<file path="src/rtl/micro_sequencer.sv">
`default_nettype none
// ============================================================================
//  Module   : micro_sequencer
//  Purpose  : Micro-program address sequencer with two programmable opcode
//             dispatch tables, a sequential increment path and a saturating
//             count of dispatch misses.
//  Revision : 1.0  initial release
//
//  Ports
//    clk          in   1        sole clock, rising edge
//    rst_n        in   1        asynchronous active-low reset
//    stall        in   1        hold micro-PC and miss counter this cycle
//    addr_ctl     in   2        00 fetch, 01 dispatch1, 10 dispatch2, 11 seq
//    op           in   OP_W     opcode for dispatch lookup
//    cfg_we       in   1        dispatch-table write strobe
//    cfg_tbl      in   1        0 = dispatch1, 1 = dispatch2
//    cfg_idx      in   log2(N)  entry index to write
//    cfg_op       in   OP_W     entry opcode
//    cfg_target   in   UADDR_W  entry target micro-address
//    cfg_valid    in   1        entry valid bit
//    upc          out  UADDR_W  current micro-PC (registered)
//    illegal_op   out  1        one-cycle pulse after a dispatch miss
//    illegal_cnt  out  8        saturating dispatch-miss count
// ============================================================================
module micro_sequencer #(
    parameter int UADDR_W = 4,
    parameter int OP_W    = 6,
    parameter int N_ENT   = 8
) (
    input  logic                     clk,
    input  logic                     rst_n,
    input  logic                     stall,
    input  logic [1:0]               addr_ctl,
    input  logic [OP_W-1:0]          op,
    input  logic                     cfg_we,
    input  logic                     cfg_tbl,
    input  logic [$clog2(N_ENT)-1:0] cfg_idx,
    input  logic [OP_W-1:0]          cfg_op,
    input  logic [UADDR_W-1:0]       cfg_target,
    input  logic                     cfg_valid,
    output logic [UADDR_W-1:0]       upc,
    output logic                     illegal_op,
    output logic [7:0]               illegal_cnt
);

    localparam logic [1:0] c_ACTL_FETCH = 2'b00;
    localparam logic [1:0] c_ACTL_D1    = 2'b01;
    localparam logic [1:0] c_ACTL_D2    = 2'b10;
    localparam logic [1:0] c_ACTL_SEQ   = 2'b11;

    // Reset contents of the dispatch tables. Values wider than the
    // configured field widths are truncated by the casts at the use site.
    function automatic int def1_op(input int i);
        case (i)
            0:       return 2;
            1:       return 4;
            2:       return 0;
            3:       return 35;
            4:       return 43;
            default: return 0;
        endcase
    endfunction

    function automatic int def1_tgt(input int i);
        case (i)
            0:       return 9;
            1:       return 8;
            2:       return 6;
            3:       return 2;
            4:       return 2;
            default: return 0;
        endcase
    endfunction

    function automatic int def2_op(input int i);
        case (i)
            0:       return 35;
            1:       return 43;
            default: return 0;
        endcase
    endfunction

    function automatic int def2_tgt(input int i);
        case (i)
            0:       return 3;
            1:       return 5;
            default: return 0;
        endcase
    endfunction

    // Dispatch table storage
    logic                r_d1_valid [N_ENT];
    logic [OP_W-1:0]     r_d1_op    [N_ENT];
    logic [UADDR_W-1:0]  r_d1_tgt   [N_ENT];
    logic                r_d2_valid [N_ENT];
    logic [OP_W-1:0]     r_d2_op    [N_ENT];
    logic [UADDR_W-1:0]  r_d2_tgt   [N_ENT];

    logic [UADDR_W-1:0]  r_upc;
    logic                r_illegal_op;
    logic [7:0]          r_illegal_cnt;

    logic                w_d1_hit;
    logic [UADDR_W-1:0]  w_d1_tgt;
    logic                w_d2_hit;
    logic [UADDR_W-1:0]  w_d2_tgt;
    logic [UADDR_W-1:0]  w_next_upc;
    logic                w_miss;

    // Priority lookup: scanning from the top index down lets the lowest
    // matching index overwrite any higher match, so it wins.
    always_comb begin
        w_d1_hit = 1'b0;
        w_d1_tgt = '0;
        w_d2_hit = 1'b0;
        w_d2_tgt = '0;
        for (int i = N_ENT - 1; i >= 0; i--) begin
            if (r_d1_valid[i] && (r_d1_op[i] == op)) begin
                w_d1_hit = 1'b1;
                w_d1_tgt = r_d1_tgt[i];
            end
            if (r_d2_valid[i] && (r_d2_op[i] == op)) begin
                w_d2_hit = 1'b1;
                w_d2_tgt = r_d2_tgt[i];
            end
        end
    end

    // Next-address selection; a miss yields target 0 from the lookup.
    always_comb begin
        w_next_upc = '0;
        w_miss     = 1'b0;
        case (addr_ctl)
            c_ACTL_FETCH: w_next_upc = '0;
            c_ACTL_D1: begin
                w_next_upc = w_d1_tgt;
                w_miss     = ~w_d1_hit;
            end
            c_ACTL_D2: begin
                w_next_upc = w_d2_tgt;
                w_miss     = ~w_d2_hit;
            end
            c_ACTL_SEQ:   w_next_upc = r_upc + UADDR_W'(1);
            default:      w_next_upc = '0;
        endcase
    end

    always_ff @(posedge clk or negedge rst_n) begin
        if (!rst_n) begin
            r_upc         <= '0;
            r_illegal_op  <= 1'b0;
            r_illegal_cnt <= 8'd0;
            for (int i = 0; i < N_ENT; i++) begin
                r_d1_valid[i] <= (i < 5);
                r_d1_op[i]    <= OP_W'(def1_op(i));
                r_d1_tgt[i]   <= UADDR_W'(def1_tgt(i));
                r_d2_valid[i] <= (i < 2);
                r_d2_op[i]    <= OP_W'(def2_op(i));
                r_d2_tgt[i]   <= UADDR_W'(def2_tgt(i));
            end
        end else begin
            // Table writes are independent of stall; the lookup above
            // sees the pre-write contents for this edge.
            if (cfg_we) begin
                if (!cfg_tbl) begin
                    r_d1_valid[cfg_idx] <= cfg_valid;
                    r_d1_op[cfg_idx]    <= cfg_op;
                    r_d1_tgt[cfg_idx]   <= cfg_target;
                end else begin
                    r_d2_valid[cfg_idx] <= cfg_valid;
                    r_d2_op[cfg_idx]    <= cfg_op;
                    r_d2_tgt[cfg_idx]   <= cfg_target;
                end
            end

            if (stall) begin
                r_illegal_op <= 1'b0;
            end else begin
                r_upc        <= w_next_upc;
                r_illegal_op <= w_miss;
                if (w_miss && (r_illegal_cnt != 8'hFF)) begin
                    r_illegal_cnt <= r_illegal_cnt + 8'd1;
                end
            end
        end
    end

    assign upc         = r_upc;
    assign illegal_op  = r_illegal_op;
    assign illegal_cnt = r_illegal_cnt;

endmodule
`default_nettype wire

</file>
<file path="config.mk">
export PLATFORM = sky130hd
export DESIGN_NAME = micro_sequencer
export DESIGN_NICKNAME = d
export VERILOG_FILES = /design/src/rtl/micro_sequencer.sv
export SDC_FILE = /design/constraint.sdc
export NUM_CORES = 1
export LEC_CHECK = 0
export ABC_CLOCK_PERIOD_IN_PS = 2000
export CAP_MARGIN = 20
export CORE_ASPECT_RATIO = 0.7
export CORE_MARGIN = 2
export CORE_UTILIZATION = 55
export DETAILED_ROUTE_END_ITERATION = 7
export PLACE_DENSITY_LB_ADDON = 0.12
export SETUP_SLACK_MARGIN = 0.1
export SKIP_LAST_GASP = 1
export SYNTH_ARGS = -nofsm -noshare
export SYNTH_HDL_FRONTEND = slang
export SYNTH_SLANG_ARGS = --single-unit
</file>
<file path="constraint.sdc">
create_clock -name clk -period 2 [get_ports clk]
set_input_delay 0.2 -clock clk [delete_from_list [all_inputs] [get_ports clk]]
set_output_delay 0.2 -clock clk [all_outputs]
set_load 0.02 [all_outputs]
</file>
==> summary.md <==
| Metric | Value |
|---|---|
| Outcome | `finished, violations left` |
| Failing checks | `setup timing` |
| Post-synthesis net count | `756` |
| Largest stage delay, worst path | `0.54 ns` |
| Critical Path Fanout Max | `7` |
| Hold Crit Class | `input pin to async pin` |
| Antenna Violating Nets Remaining | `0` |
| Synthesis Warnings | `0` |
| Synth-to-Final Area Change | `24.2%` |
| Die height | `113 microns` |
| RSZ-0062 raised after global routing | `yes` |
| Setup-failing EPs final | `12` |
| Dominant cells by area after synthesis | `dfrtp_1, mux2_2, dfstp_2, xnor2_1, xor2_1` |
| Diodes inserted | `0` |
| Root Buffer | `clkbuf_16` |
| TritonCTS clock tree | `built` |
| Setup TNS | `-2.20 ns` |
| Wirelength per Cell | `21.7 microns` |
| First-pass GRT wire length | `37600 microns` |
| Register area | `4770 sq um` |
| Critical path class | `flop to flop` |
| Cells along the critical path | `xnor2_1 > nand4_1 > or4_4 > buf_6 > o22ai_2 > nor3_2 > a311oi_4 > o21ai_1` |
| Full die area | `17900 sq um` |
| Buf/Inv on CP | `1` |
| Post-route design area | `11500 sq um` |
| Peak Freq | `444 MHz` |
| Post-DP Area | `10600 sq um` |
| Gr ovfl total | `0` |
| DR iter-0 viols | `344` |
| DRC viols | `0` |
| Synth cell types | `55` |
| Commonest non-fill, non-tap cell in the layout | `mux2_2` |
| Leak | `4.88 nW` |
| CP max stage cell | `dfstp_2` |
| Fin. Hold Viols | `0` |
| Fill cells | `1194` |
| Largest delay contributor family on the critical path | `simple AND/OR/NAND/NOR gates` |
| Placed cell count | `1048` |
| DR vias | `6318` |
| Max Root-Sink Buffers | `2` |
| Number of I/O port buffers | `39` |
| Power Density | `972 nW/um^2` |
| Cells after synthesis | `723` |
| Yosys reg bits | `189` |
| Final Max Tran Viols | `0` |
| Multi-input gate area | `4430 sq um` |
| Row count | `39` |
| Ys flop type | `dfrtp_1` |
| Layout cells sized above 1 | `46.8%` |
| DP HPWL | `16300 microns` |
| Initial antenna violation count | `0` |
| Slew at the pin with the worst max-slew slack | `0.761 ns` |
| GRT Util Overall | `27.7%` |
| Sequential share of the synthesized area | `51.6%` |
| # Max-Cap Violations | `0` |
| Worst skew pair latency | `0.44 ns` |
| Drt via density | `5.82` |
| Total core area | `16400 sq um` |
| Most frequent cells in the layout | `mux2_2, dfrtp_1, buf_4, xnor2_1, xor2_1` |
| Slew HR | `49.1%` |
| Inserted Clock Buffers | `17` |
| Non-Filler Instances | `1086` |
| GPL Wtd Cong | `0.905` |
| Power after layout | `11.2 mW` |
| Clock Skews | `0.0130 ns` |
| Pre-antenna DRT Iters | `5` |
| Post-route worst setup slack | `-0.251 ns` |
| Largest net degree at the start of global routing | `49` |
| Average cell area after synthesis | `12.8 sq um` |
| Minimum clock period | `2.25 ns` |
| Period utilization | `113%` |
| Area of the mapped netlist | `9260 sq um` |
| Maximum vdd drop | `0.482 mV` |
| Post-synth ARST share | `100%` |
| Endpoint class of the critical path | `flop` |
| Starting Density | `56.4%` |
| Largest area contributor in the netlist | `dfrtp_1` |
| Vias in the first global route | `6669` |
| IO Count | `40` |
| CTS Sinks | `189` |
| Worst-path clk slew | `0.07 ns` |
| Worst Path Required | `2.32 ns` |
| CP arrival | `2.57 ns` |
| Die W | `159 microns` |
| Kind of start point of the critical path | `flop` |
| EDFF count, synth | `0` |
| Yosys top cell area share | `41.9%` |
| NumNets Final | `881` |
| WL final | `23600 microns` |
| H-tree depth | `4` |
-- worst paths after layout --
path	from	cells after the start	endpoint	slack, ns
setup reg to reg	r_d1_op[38]$_DFFE_PN1P_	8	upc[1]$_DFFE_PN0N_	-0.25
max in group asynchronous	rst_n	3	r_d1_tgt[17]$_DFFE_PN1P_	0.94
hold / removal	rst_n	2	r_d2_op[19]$_DFFE_PN0P_	0.30
setup / recovery	r_d1_op[38]$_DFFE_PN1P_	8	upc[1]$_DFFE_PN0N_	-0.25
hold reg to reg	illegal_cnt[7]$_DFFE_PN0P_	1	illegal_cnt[7]$_DFFE_PN0P_	0.51
min in group clk	stall	3	illegal_op$_DFF_PN0_	0.49
-- sequential cells by signal (all words and copies together), names as in the netlist --
| signal | cells |
|---|---|
| r_d1_tgt | 32 |
| r_d1_valid | 8 |
| r_d2_tgt | 32 |
| r_d2_op | 48 |
| illegal_op | 1 |
| r_d2_valid | 8 |
| r_d1_op | 48 |
| illegal_cnt | 8 |
| upc | 4 |
-- timing repair --
item                       in CTS  in global routing
gates cloned                    1                  0
buffers inserted                2                  4
hold endpoints to repair       36                  0
resized for setup              31                 36
setup endpoints to repair      13                 13
hold buffers                    1                  0
pin swaps                       5                 25
-- through the flow --
step / hold WS (ns) / utilization [%] / setup WS [ns]
3_3_place_gp: 0.202 / 64.6 / -0.920
6_report: 0.297 / 70.1 / -0.251
3_5_place_dp: 0.203 / 64.6 / -1.02
2_1_floorplan: -0.0956 / - / -0.130
4_1_cts: 0.312 / 69.1 / -0.260
5_1_grt: 0.343 / 70.1 / -0.305
-- synth_stat cells (6+ instances only) --
library cell,instances
o22ai_1,6
nor2_1,16
ha_1,6
buf_1,9
a21oi_1,12
nand4_1,21
and3_1,6
nand3_1,10
or4_1,6
clkbuf_1,21
nor3_1,8
buf_6,9
dfrtp_1,155
inv_1,10
dfstp_2,34
xor2_1,39
o21ai_0,22
mux2_2,174
nand2b_1,8
nand2_1,20
xnor2_1,65
-- cells by family after synthesis --
| group | count (synthesis) | synth area share (%) |
|---|---|---|
| buffers and inverters | 55 | 3.57 |
| AOI/OAI and AO/OA | 67 | 4.61 |
| xor gates and xnor gates | 105 | 10.0 |
| adders and majority gates | 6 | 0.811 |
| DFF | 189 | 51.6 |
| muxes | 175 | 21.3 |
| and+or+nand+nor | 126 | 8.10 |
-- cell type report --
| type | count | share of cell area [%] |
|---|---|---|
| Sequential cell | 189 | 41.5 |
| Multi-Input combinational cell | 479 | 38.6 |
| Timing Repair Buffer | 150 | 12.3 |
| Clock buffer | 23 | 4.07 |
| Tap cell | 225 | 2.45 |
| Clock inverter | 9 | 0.805 |
| Inverter | 11 | 0.359 |
-- power breakdown --
group	internal, mW	switching [mW]	total (mW)	leakage (nW)
registers	4.83	0.599	5.43	2.27
logic	1.41	1.05	2.47	2.35
clock network	1.79	1.49	3.28	0.264
-- worst reg2reg max path: stages, from the launching register on --
cell and delay, ns:
dfstp_2 0.54, xnor2_1 0.11, nand4_1 0.15, or4_4 0.45, buf_6 0.16, o22ai_2 0.17, nor3_2 0.08, a311oi_4 0.36
o21ai_1 0.12
-- layer usage --
layer | vias to the layer above | track usage [%] | wire length, microns
li1 | 2807 | - | -
met1 | 3327 | 38.9 | 10900
met2 | 155 | 44.7 | 11300
met3 | 29 | 5.28 | 1030
met4 | 0 | 7.64 | 345
met5 | - | 0 | 0
(Power assumes the default switching activity.)
